## src/rtl/key_pkg.sv

```systemverilog
// Shared definitions for the push-button conditioning block: FSM state
// encoding, board default debounce length and the counter width helper.
package key_pkg;

   localparam logic [1:0] ST_RELEASED     = 2'd0;
   localparam logic [1:0] ST_PRESS_PEND   = 2'd1;
   localparam logic [1:0] ST_PRESSED      = 2'd2;
   localparam logic [1:0] ST_RELEASE_PEND = 2'd3;

   // 20 ms of stability at the 50 MHz board clock
   localparam int unsigned DEBOUNCE_CYCLES_50MHZ_20MS = 1_000_000;

   typedef enum logic [1:0] {
      RELEASED     = ST_RELEASED,
      PRESS_PEND   = ST_PRESS_PEND,
      PRESSED      = ST_PRESSED,
      RELEASE_PEND = ST_RELEASE_PEND
   } key_state_e;

   function automatic int unsigned cnt_width(input int unsigned cycles);
      return (cycles <= 2) ? 1 : $clog2(cycles);
   endfunction

endpackage

```

## src/rtl/key_debounce_ch.sv

```systemverilog
// One key channel: inverting two-flop synchronizer, debounce FSM with
// run-length counter, registered level and press/release strobes.
//
// state        | meaning
// RELEASED     | key accepted as released, counter idle
// PRESS_PEND   | synchronized key pressed, counting stable cycles
// PRESSED      | key accepted as pressed, counter idle
// RELEASE_PEND | synchronized key released, counting stable cycles
module key_debounce_ch
   import key_pkg::*;
#(
   parameter int unsigned DEBOUNCE_CYCLES = DEBOUNCE_CYCLES_50MHZ_20MS,
   parameter int unsigned CNT_W           = cnt_width(DEBOUNCE_CYCLES)
) (
   input  logic clk_i,
   input  logic rst_ni,
   input  logic key_raw_i,
   output logic level_o,
   output logic press_o,
   output logic release_o
);

   localparam logic [CNT_W-1:0] CNT_LAST = CNT_W'(DEBOUNCE_CYCLES - 1);
   localparam logic [CNT_W-1:0] CNT_ONE  = CNT_W'(1);

   logic [1:0]       sync_q;
   logic             s;
   key_state_e       state_q;
   logic [CNT_W-1:0] cnt_q;
   logic             level_q;
   logic             press_q;
   logic             release_q;

   // Reset value 0 means "released", matching an idle active-low pin.
   always_ff @(posedge clk_i or negedge rst_ni) begin
      if (!rst_ni) begin
         sync_q <= '0;
      end else begin
         sync_q <= {sync_q[0], ~key_raw_i};
      end
   end

   assign s = sync_q[1];

   always_ff @(posedge clk_i or negedge rst_ni) begin
      if (!rst_ni) begin
         state_q   <= RELEASED;
         cnt_q     <= '0;
         level_q   <= 1'b0;
         press_q   <= 1'b0;
         release_q <= 1'b0;
      end else begin
         press_q   <= 1'b0;
         release_q <= 1'b0;
         case (state_q)
            RELEASED: begin
               if (s) begin
                  state_q <= PRESS_PEND;
                  cnt_q   <= CNT_ONE;
               end else begin
                  cnt_q   <= '0;
               end
            end
            PRESS_PEND: begin
               if (!s) begin
                  state_q <= RELEASED;
                  cnt_q   <= '0;
               end else if (cnt_q == CNT_LAST) begin
                  state_q <= PRESSED;
                  cnt_q   <= '0;
                  level_q <= 1'b1;
                  press_q <= 1'b1;
               end else begin
                  cnt_q   <= cnt_q + 1'b1;
               end
            end
            PRESSED: begin
               if (!s) begin
                  state_q <= RELEASE_PEND;
                  cnt_q   <= CNT_ONE;
               end else begin
                  cnt_q   <= '0;
               end
            end
            RELEASE_PEND: begin
               if (s) begin
                  state_q <= PRESSED;
                  cnt_q   <= '0;
               end else if (cnt_q == CNT_LAST) begin
                  state_q   <= RELEASED;
                  cnt_q     <= '0;
                  level_q   <= 1'b0;
                  release_q <= 1'b1;
               end else begin
                  cnt_q     <= cnt_q + 1'b1;
               end
            end
            default: begin
               state_q <= RELEASED;
               cnt_q   <= '0;
               level_q <= 1'b0;
            end
         endcase
      end
   end

   assign level_o   = level_q;
   assign press_o   = press_q;
   assign release_o = release_q;

endmodule

```

## src/rtl/key_debounce.sv

```systemverilog
// Board push-button conditioner: N_KEYS independent debounce channels with
// active-high level and one-cycle press/release strobes.
module key_debounce
   import key_pkg::*;
#(
   parameter int unsigned N_KEYS          = 4,
   parameter int unsigned DEBOUNCE_CYCLES = DEBOUNCE_CYCLES_50MHZ_20MS
) (
   input  logic              clk,
   input  logic              rst_n,
   input  logic [N_KEYS-1:0] key_raw,
   output logic [N_KEYS-1:0] key_level,
   output logic [N_KEYS-1:0] key_press,
   output logic [N_KEYS-1:0] key_release
);

   localparam int unsigned CNT_W = cnt_width(DEBOUNCE_CYCLES);

   for (genvar g = 0; g < N_KEYS; g++) begin : g_ch
      key_debounce_ch #(
         .DEBOUNCE_CYCLES (DEBOUNCE_CYCLES),
         .CNT_W           (CNT_W)
      ) u_ch (
         .clk_i     (clk),
         .rst_ni    (rst_n),
         .key_raw_i (key_raw[g]),
         .level_o   (key_level[g]),
         .press_o   (key_press[g]),
         .release_o (key_release[g])
      );
   end

endmodule

```

## config.mk

```make
export PLATFORM = sky130hd
export DESIGN_NAME = key_debounce
export DESIGN_NICKNAME = d
export VERILOG_FILES = /design/src/rtl/key_pkg.sv /design/src/rtl/key_debounce_ch.sv /design/src/rtl/key_debounce.sv
export SDC_FILE = /design/constraint.sdc
export NUM_CORES = 1
export LEC_CHECK = 0
export BUFFER_PORTS_ARGS = -buffer_cell sky130_fd_sc_hd__buf_2
export CAP_MARGIN = 20
export CORE_MARGIN = 8
export CORE_UTILIZATION = 50
export CTS_BUF_LIST = sky130_fd_sc_hd__clkbuf_8
export CTS_CLUSTER_SIZE = 16
export DETAILED_ROUTE_END_ITERATION = 7
export PLACE_DENSITY = 0.65
export SYNTH_ARGS = -nofsm -noshare
export SYNTH_HDL_FRONTEND = slang
export SYNTH_SLANG_ARGS = --single-unit
```

## constraint.sdc

```tcl
create_clock -name clk -period 2.93 [get_ports clk]
set_input_delay 0.293 -clock clk [delete_from_list [all_inputs] [get_ports clk]]
set_output_delay 0.293 -clock clk [all_outputs]
set_load 0.05 [all_outputs]
```

# Word-level counts from Yosys, hierarchy flattened
# Index checks and enable logic that the tools add are counted.
# classes
add_sub_neg,4
n_eq_ne,48
mux,92
bitwise,4
n_reduce_logical,16
# op_table
op,n
$pmux 20 s4,4
$mux 20,12
$add 20x1->20 const B,4
$eq 20x20->1 const B,4
$mux 2,24
$mux 1,44
$ne 2x1->1 const B,16
$pmux 2 s4,4
$reduce_and 5->1,4
$eq 2x2->1 const B,8
$ne 2x2->1 const B,8
$reduce_and 4->1,4
$ne 3x1->1 const B,4
$ne 3x3->1 const B,4
$eq 2x1->1 const B,4
$logic_not 2->1,4
$pmux 1 s2,4
$reduce_bool 2->1,4
$not 1->1,4
# word_totals
regBits,108
output_inout_bits,12
word_cells,188

# Longest topological paths before layout
# Gate-level depths: netlist of run 1.
# depth
word_depth,4
ltp_mapped,7

# Hierarchy
# A second synthesis of run 1 with hierarchy kept.
# hier_totals
cells_unflattened,498
hier_area_um2,5186.2
# modules_own_cells
mod,n_inst,cells_per_inst,area_per_inst_um2,seq_area_each_um2
key_debounce_ch at g_ch[0].u_ch ...,3,122,1280.0,675.6
key_debounce_ch at g_ch[3].u_ch,1,132,1346.3,675.6

# Worst setup path after synthesis of run 1
# Ideal clock, no wire load.
# synth_path
path_type,reg-to-reg
from,register g_ch[1].u_ch.cnt_q[0]
to,register g_ch[1].u_ch.level_q
setup_ps,124
arrival_time_ps,1873
slack_ps,933
stages_incl_launch_ff,6
n_path_buf,0
synth_period_minus_slack_ps,1997
cell_sequence,dfrtp_1 ha_1 nand3_2 or4_4 or2_2 a211o_1
# synth_between
elab_chain_len,3
elab_cells_between_ends,4
# synth_rtl
element,line_no,rtl
start: declaration,key_debounce_ch.sv:29,logic [CNT_W-1:0] cnt_q;
start signal: assignment,key_debounce_ch.sv:74,cnt_q <= cnt_q + 1'b1;
start signal: assignment,key_debounce_ch.sv:95,cnt_q <= cnt_q + 1'b1;
$eq 20x20->1 *,"key_debounce_ch.sv:68, key_debounce_ch.sv:89",
$ne 2x1->1 (no line),--,
$reduce_and 5->1 (no line) *,--,
end signal: assignment,key_debounce_ch.sv:71,level_q <= 1'b1;
end signal: assignment,key_debounce_ch.sv:92,level_q <= 1'b0;
end signal: assignment,key_debounce_ch.sv:101,level_q <= 1'b0;
end: declaration,key_debounce_ch.sv:30,logic level_q;
# Mark *: on every way between the ends. The rest lies on a longest branch, timed or not.
# A chain may end at the register's enable or synchronous reset.

# Final worst setup path of run 1
# layout_path
from,register g_ch[1].u_ch.cnt_q[0]
to,register g_ch[1].u_ch.cnt_q[6]
# layout_between
elab_chain_len,4
elab_cells_between_ends,6
# layout_rtl
element,line_no,rtl
$add 20x1->20 or $eq 20x20->1 (tied branches),--,
$mux 20 *,"key_debounce_ch.sv:68, key_debounce_ch.sv:89",
"$mux 20, on equally long branches","key_debounce_ch.sv:86, key_debounce_ch.sv:65",
$pmux 20 s4 *,key_debounce_ch.sv:55,case (state_q)
# Marks and branches as above.

==> results of run 1 <==
## layer usage
layer | up-vias | part of all wire | GRT usage
met5 | - | 0 | 0
met4 | 0 | 0.010 | 0.0432
met3 | 8 | 0.036 | 0.0489
met2 | 41 | 0.45 | 0.215
met1 | 1787 | 0.50 | 0.180
li1 | 1828 | - | -
## sequential cells by signal (all words and copies together), names as in the netlist, named ones only
| register | cells |
|---|---|
| g_ch.u_ch.cnt_q | 80 |
| g_ch.u_ch.sync_q | 8 |
| g_ch.u_ch.state_q | 4 |
| g_ch.u_ch.level_o | 4 |
| g_ch.u_ch.press_o | 4 |
| g_ch.u_ch.release_o | 4 |
## cell usage after synthesis (4+ instances only)
library cell / instances / area (sq um)
buf_4: 14 / 105
dfrtp_1: 108 / 2700
nand4_1: 18 / 113
nor3_1: 15 / 75.1
and4_1: 4 / 35.0
nor3b_1: 4 / 30.0
nand2_1: 28 / 105
xor2_1: 13 / 114
nor4_1: 8 / 50.1
and3_1: 8 / 50.1
nand3_1: 26 / 130
or4_1: 10 / 75.1
ha_1: 4 / 50.1
clkbuf_1: 5 / 18.8
a21oi_1: 23 / 115
nor2_1: 70 / 263
or3_1: 21 / 131
xnor2_1: 40 / 350
o21ai_0: 25 / 125
buf_2: 5 / 25.0
inv_1: 31 / 116
## worst reg2reg max path, delay by kind of cell (launching register included)
family / cells / cell delay [ns]
AO/OA/AOI/OAI: 1 / 0.62
AND/OR/NAND/NOR: 3 / 0.91
flip-flops: 1 / 0.41
adder cells (fa/ha/maj): 1 / 0.23
## layout make-up
type	count	area (sq um)
Fill cell	932	4700
Sequential cell	108	2700
Multi-Input combinational cell	362	2220
Tap cell	136	170
Timing Repair Buffer	20	125
Clock buffer	9	124
Inverter	31	116
Clock inverter	6	32.5
## placed cells by master (no fill, tap or decap), drive strengths merged, types with 19 or more instances in the layout
cell type and n:
nand3 27, nand4 19, nor2 70, inv 33, buf 19, nand2 28
or3 21, dfrtp 108, o21ai 25, a21oi 24, xnor2 40
## cells by family (layout without fill, tap and decap cells)
| family | count (synthesis) | in the layout | synth area share |
|---|---|---|---|
| buffers and inverters | 55 | 66 | 0.0512 |
| AOI/OAI and AO/OA | 67 | 67 | 0.0765 |
| xor gates and xnor gates | 53 | 53 | 0.0895 |
| muxes | 3 | 3 | 0.00651 |
| adders and majority gates | 4 | 4 | 0.00965 |
| and+or+nand+nor | 235 | 235 | 0.245 |
| DFF | 108 | 108 | 0.521 |
## repair_timing
item	4_1_cts	5_1_grt
hold buffers	1	0
hold endpoints to repair	19	0
buffers inserted	0	0
resized for setup	0	0
## per-stage QoR
step / utilization / power (mW) / std cells / cell area [sq um]
finish: 0.539 / 2.38 / 672 / 5490
global route: 0.539 / 2.51 / 672 / 5490
CTS: 0.539 / 2.43 / 672 / 5490
detailed placement: 0.522 / 1.63 / 656 / 5320
global placement: 0.522 / 1.63 / 656 / 5320
floorplan: - / 1.59 / 525 / 5180
## power by group
group / total [mW] / switching (mW) / internal, mW
sequential: 1.52 / 0.0157 / 1.51
clock: 0.785 / 0.486 / 0.299
combinational: 0.0795 / 0.0578 / 0.0217
## path summary, 6_finish.rpt
| path | to | slack, ns |
|---|---|---|
| max reg2reg | g_ch[1].u_ch.cnt_q[6] | 0.63 |
| max | g_ch[1].u_ch.cnt_q[6] | 0.63 |
| min reg2reg | g_ch[2].u_ch.sync_q[1] | 0.36 |
| max in group asynchronous | g_ch[2].u_ch.state_q[0] | 1.87 |
| min in group asynchronous | g_ch[0].u_ch.cnt_q[19] | 0.33 |
| min | g_ch[0].u_ch.sync_q[0] | 0.05 |
==> flow_summary.yaml, run 1 <==
synthesis:
  yosysUniqueCellTypes: 48
  synth_flop_cell: "dfrtp_1"
  avgSynthCellArea_sq_um: 9.88
  ys_ff_latch: 108
  netlist_instances: 525
  synth-edff-count: 0
  netlist_area_sq_um: 5180
  async_reset_ff_frac: 1.00
  synth_fp_nets: 535
  seq_area_frac_synth: 0.521
  yosysWarningCount: 0
sta:
  min_period_ns: 2.30
  finalCritPeriodShare: 0.786
  drv_slew: 0
  rsz0062_at_grt: "false"
  holdWs_ns: 0.0458
  hold_viol_final: 0
  max_slew_margin: 0.513
  tightestPinTransition_ns: 0.731
  finalSetupTns_ns: 0
  clock.fmax_mhz: 434
  timing.final.ws_setup_ns: 0.626
  final-setup-viol-count: 0
  clock_skew_ns: 0.0106
place:
  port_buffers: 17
  hpwl_mm: 6.40
  routabilityCongestion: 0.814
  pre_cts_slack_ns: 0.619
worst_setup_path:
  cp_cell_sequence: "ha_1, nand3_2, or4_4, o21bai_2, nor2_1"
  worstPathMaxFanout: 18
  critPathLaunchType: "flop"
  worstPathRequired_ns: 3.16
  path_buf_inv: 0
  cpPeakStageDelay_ns: 0.62
  cp_data_arrival_time_ns: 2.53
  cp_slowest_cell: "o21bai_2"
  endpoint_kind: "flop"
  worstSetupPathType: "flop to flop"
  crit_cells: 5
  crit_start: "g_ch[1].u_ch.cnt_q[0]"
  worstReg2RegStart: "g_ch[1].u_ch.cnt_q[0]"
  critPathTopFamily: "simple AND/OR/NAND/NOR gates"
  worstRegToRegCells: 5
clocking:
  cts.clk_slew.worst_paths_ns: 0.09
  cts.path.max_buffers: 2
  cts_tree: "built"
  insertion_delay_ns: 0.38
  cts_buffers: 9
  cts_root_buf: "clkbuf_8"
  htreeDepth: 3
  cts_sinks: 108
floorplan:
  rows: 37
  initial_core_util: 0.509
  coreArea_sq_um: 10200
  die_h_um: 118
  dieArea_sq_um: 13900
  die_x_um: 118
  ios: 18
grt:
  grt_start_max_net_pins: 90
  grt_usage: 0.139
  grt_pass1_vias: 3491
  grt_pass1_wl_mm: 16.0
  antenna_found_initial: 0
  overflow: 0
routing:
  drt-total-wl_mm: 9.23
  drc: 0
  route.vias.total: 3664
  route.antenna.remaining_nets: 0
  wl_per_cell_um: 13.7
  vias_per_cell: 5.45
  drtPass1Iterations: 6
  dr.first_iter.drc_count: 243
run:
  cap_violations: 0
cells_and_area:
  drive_above_1_share: 0.0914
  layout.nets: 542
  antennaDiodeCount: 0
  area_delta_synth_final_pct: 5.84
power_and_ir_drop:
  power_density_nw_per_um2: 435
  vdd_drop_max_v: 0.000352
  cellLeakagePower_nw: 2.19
worst_hold_path:
  min_path_cells: 2
  hp-start: "key_raw[0]"
  hold_path.class: "input pin to flop"
status:
  status: "completed"
Power figures use the tool's default switching activity.
==> inputs of run 2 (changes only) <==
- ABC_AREA: default -> 1
- clock period: 2.93 -> 2.4 ns (I/O delays scaled with it)
==> flow_summary.yaml, run 2 <==
grt:
  grt_pass1_vias: 4202
  antenna_found_initial: 0
  grt_start_max_net_pins: 46
  grt_usage: 0.157
  grt_pass1_wl_mm: 19.0
  overflow: 0
routing:
  drc: 0
  route.antenna.remaining_nets: 0
  vias_per_cell: 5.08
  highest_layer: "met4"
  wl_per_cell_um: 12.8
  wl_met1_mm: 5.20
  dr.first_iter.drc_count: 363
  route.vias.total: 4325
  drt-total-wl_mm: 10.9
  wl_met3_um: 425
  met2_length_mm: 5.13
  drtPass1Iterations: 8
synthesis:
  netlist_area_sq_um: 5640
  synth-edff-count: 0
  yosysMostFrequentCell: "nor2_1"
  async_reset_ff_frac: 1.00
  synth_flop_cell: "dfrtp_1"
  seq_area_frac_synth: 0.479
  yosysTopAreaCell: "dfrtp_1"
  yosysUniqueCellTypes: 31
  synth_fp_nets: 699
  ys_ff_latch: 108
  yosysWarningCount: 0
  synth.cells.most_frequent: "nor2_1, nand2_1, dfrtp_1"
  avgSynthCellArea_sq_um: 8.18
  ys_top_cells_by_area: "dfrtp_1, nor2_1, nand2_1"
  netlist_instances: 689
  synth_top_area_frac: 0.479
worst_setup_path:
  path_buf_inv: 1
  worstPathMaxFanout: 14
  cp_slowest_cell: "dfrtp_1"
  cpPeakStageDelay_ns: 0.43
  cp_cell_sequence: "ha_1, nand3_2, nor2_1, nand2_1, nand2_1, buf_4, nor2_1"
  critPathLaunchType: "flop"
  worstReg2RegStart: "g_ch[1].u_ch.cnt_q[0]"
  worstSetupPathType: "flop to flop"
  cp_data_arrival_time_ns: 2.10
  critPathTopFamily: "simple AND/OR/NAND/NOR gates"
  worstPathRequired_ns: 2.68
  crit_start: "g_ch[1].u_ch.cnt_q[0]"
  endpoint_kind: "flop"
clocking:
  cts.clk_slew.worst_paths_ns: 0.10
  htreeDepth: 3
  cts_sinks: 108
  cts_buffers: 9
  cts_tree: "built"
  insertion_delay_ns: 0.38
  cts.path.max_buffers: 2
  cts_root_buf: "clkbuf_8"
  post_cts_buffers: 0
cells_and_area:
  reg_top3: "g_ch.u_ch.cnt_q: 80 flops, g_ch.u_ch.sync_q: 8 flops"
  antennaDiodeCount: 0
  largest_reg_flops: 80
  mostFrequentLayoutCells: "nor2_1, nand2_1, dfrtp_1, inv_1, nand3_1"
  fill_cells: 1004
  final_common_cell: "nor2_1"
  regMostFlops: "g_ch.u_ch.cnt_q"
  layout.nets: 716
  drive_above_1_share: 0.0970
  area_delta_synth_final_pct: 7.52
  stdcell_count: 851
worst_hold_path:
  hold_path.class: "flop to flop"
  hp-start: "g_ch[3].u_ch.sync_q[0]"
power_and_ir_drop:
  cellLeakagePower_nw: 2.56
  power_density_nw_per_um2: 569
  power_mw: 3.45
  vdd_drop_max_v: 0.000361
place:
  placed_cells_incl_taps: 830
  routabilityCongestion: 0.915
  hpwl_mm: 7.96
  port_buffers: 17
sta:
  drv_slew: 0
  finalSetupTns_ns: 0
  tightestPinTransition_ns: 0.576
  max_slew_margin: 0.616
  finalCritPeriodShare: 0.756
  rsz0062_at_grt: "false"
  clock_skew_ns: 0.00948
  final-setup-viol-count: 0
  min_period_ns: 1.81
  hold_viol_final: 0
  clock.fmax_mhz: 551
status:
  status: "completed"
run:
  cap_violations: 0
floorplan:
  coreArea_sq_um: 10900
  dieArea_sq_um: 14900
  ios: 18
  rows: 38
  die_h_um: 122
  initial_core_util: 0.516
  die_x_um: 122
==> run 2: per-stage QoR <==
stage	hold WS, ns	setup slack (ns)	util	area [sq um]
floorplan	-0.0556	0.958	-	5640
global placement	0.277	0.669	0.529	5790
detailed placement	0.281	0.588	0.529	5790
CTS	0.358	0.575	0.554	6060
global route	0.364	0.438	0.554	6060
finish	0.357	0.586	0.554	6060
==> run 2: what timing repair did <==
action,in CTS,in global routing
hold buffers,5,0
endpoints found under the hold margin,47,0
gates resized for setup,0,0
==> run 2: cell families after synthesis <==
kind of cell | after synthesis | share of synthesized area
buf+inv | 102 | 0.0823
flops | 108 | 0.479
xor+xnor | 49 | 0.0761
fa+ha+maj | 4 | 0.00888
compound gates | 29 | 0.0275
simple gates | 397 | 0.326
==> run 2: per-layer routing <==
layer / track usage / vias to the layer above
li1: - / 2214
met1: 0.200 / 2031
met2: 0.262 / 69
met3: 0.0416 / 11
met4: 0.0396 / 0
met5: 0 / -
==> run 2: report_power, final <==
group	total (mW)	internal (mW)	switching, mW	leakage (nW)
clock network	1.24	0.616	0.626	0.110
logic	0.272	0.0787	0.193	0.975
registers	1.94	1.88	0.0594	1.47
total	3.45	2.57	0.879	2.56
==> run 2: path summary, 6_finish.rpt <==
kind / depth (start not counted) / endpoint / slack (ns)
worst max register to register: 7 / g_ch[1].u_ch.cnt_q[14] / 0.59
max in group asynchronous: 3 / g_ch[0].u_ch.cnt_q[9] / 1.27
min in group asynchronous: 2 / g_ch[2].u_ch.sync_q[1] / 0.39
worst min register to register: 0 / g_ch[3].u_ch.sync_q[1] / 0.36
worst min-delay path: 0 / g_ch[3].u_ch.sync_q[1] / 0.36
worst max-delay path: 7 / g_ch[1].u_ch.cnt_q[14] / 0.59
==> run 2: area by class of cell <==
class                   count  area (sq um)  share of cell area
well taps                 140           175              0.0289
inverters                  82           308              0.0508
clock buffers              10           138              0.0227
repair buffers             26           180              0.0297
clock inverters             6          87.6              0.0144
multi-input cells         479          2470               0.408
flip-flops and latches    108          2700               0.446
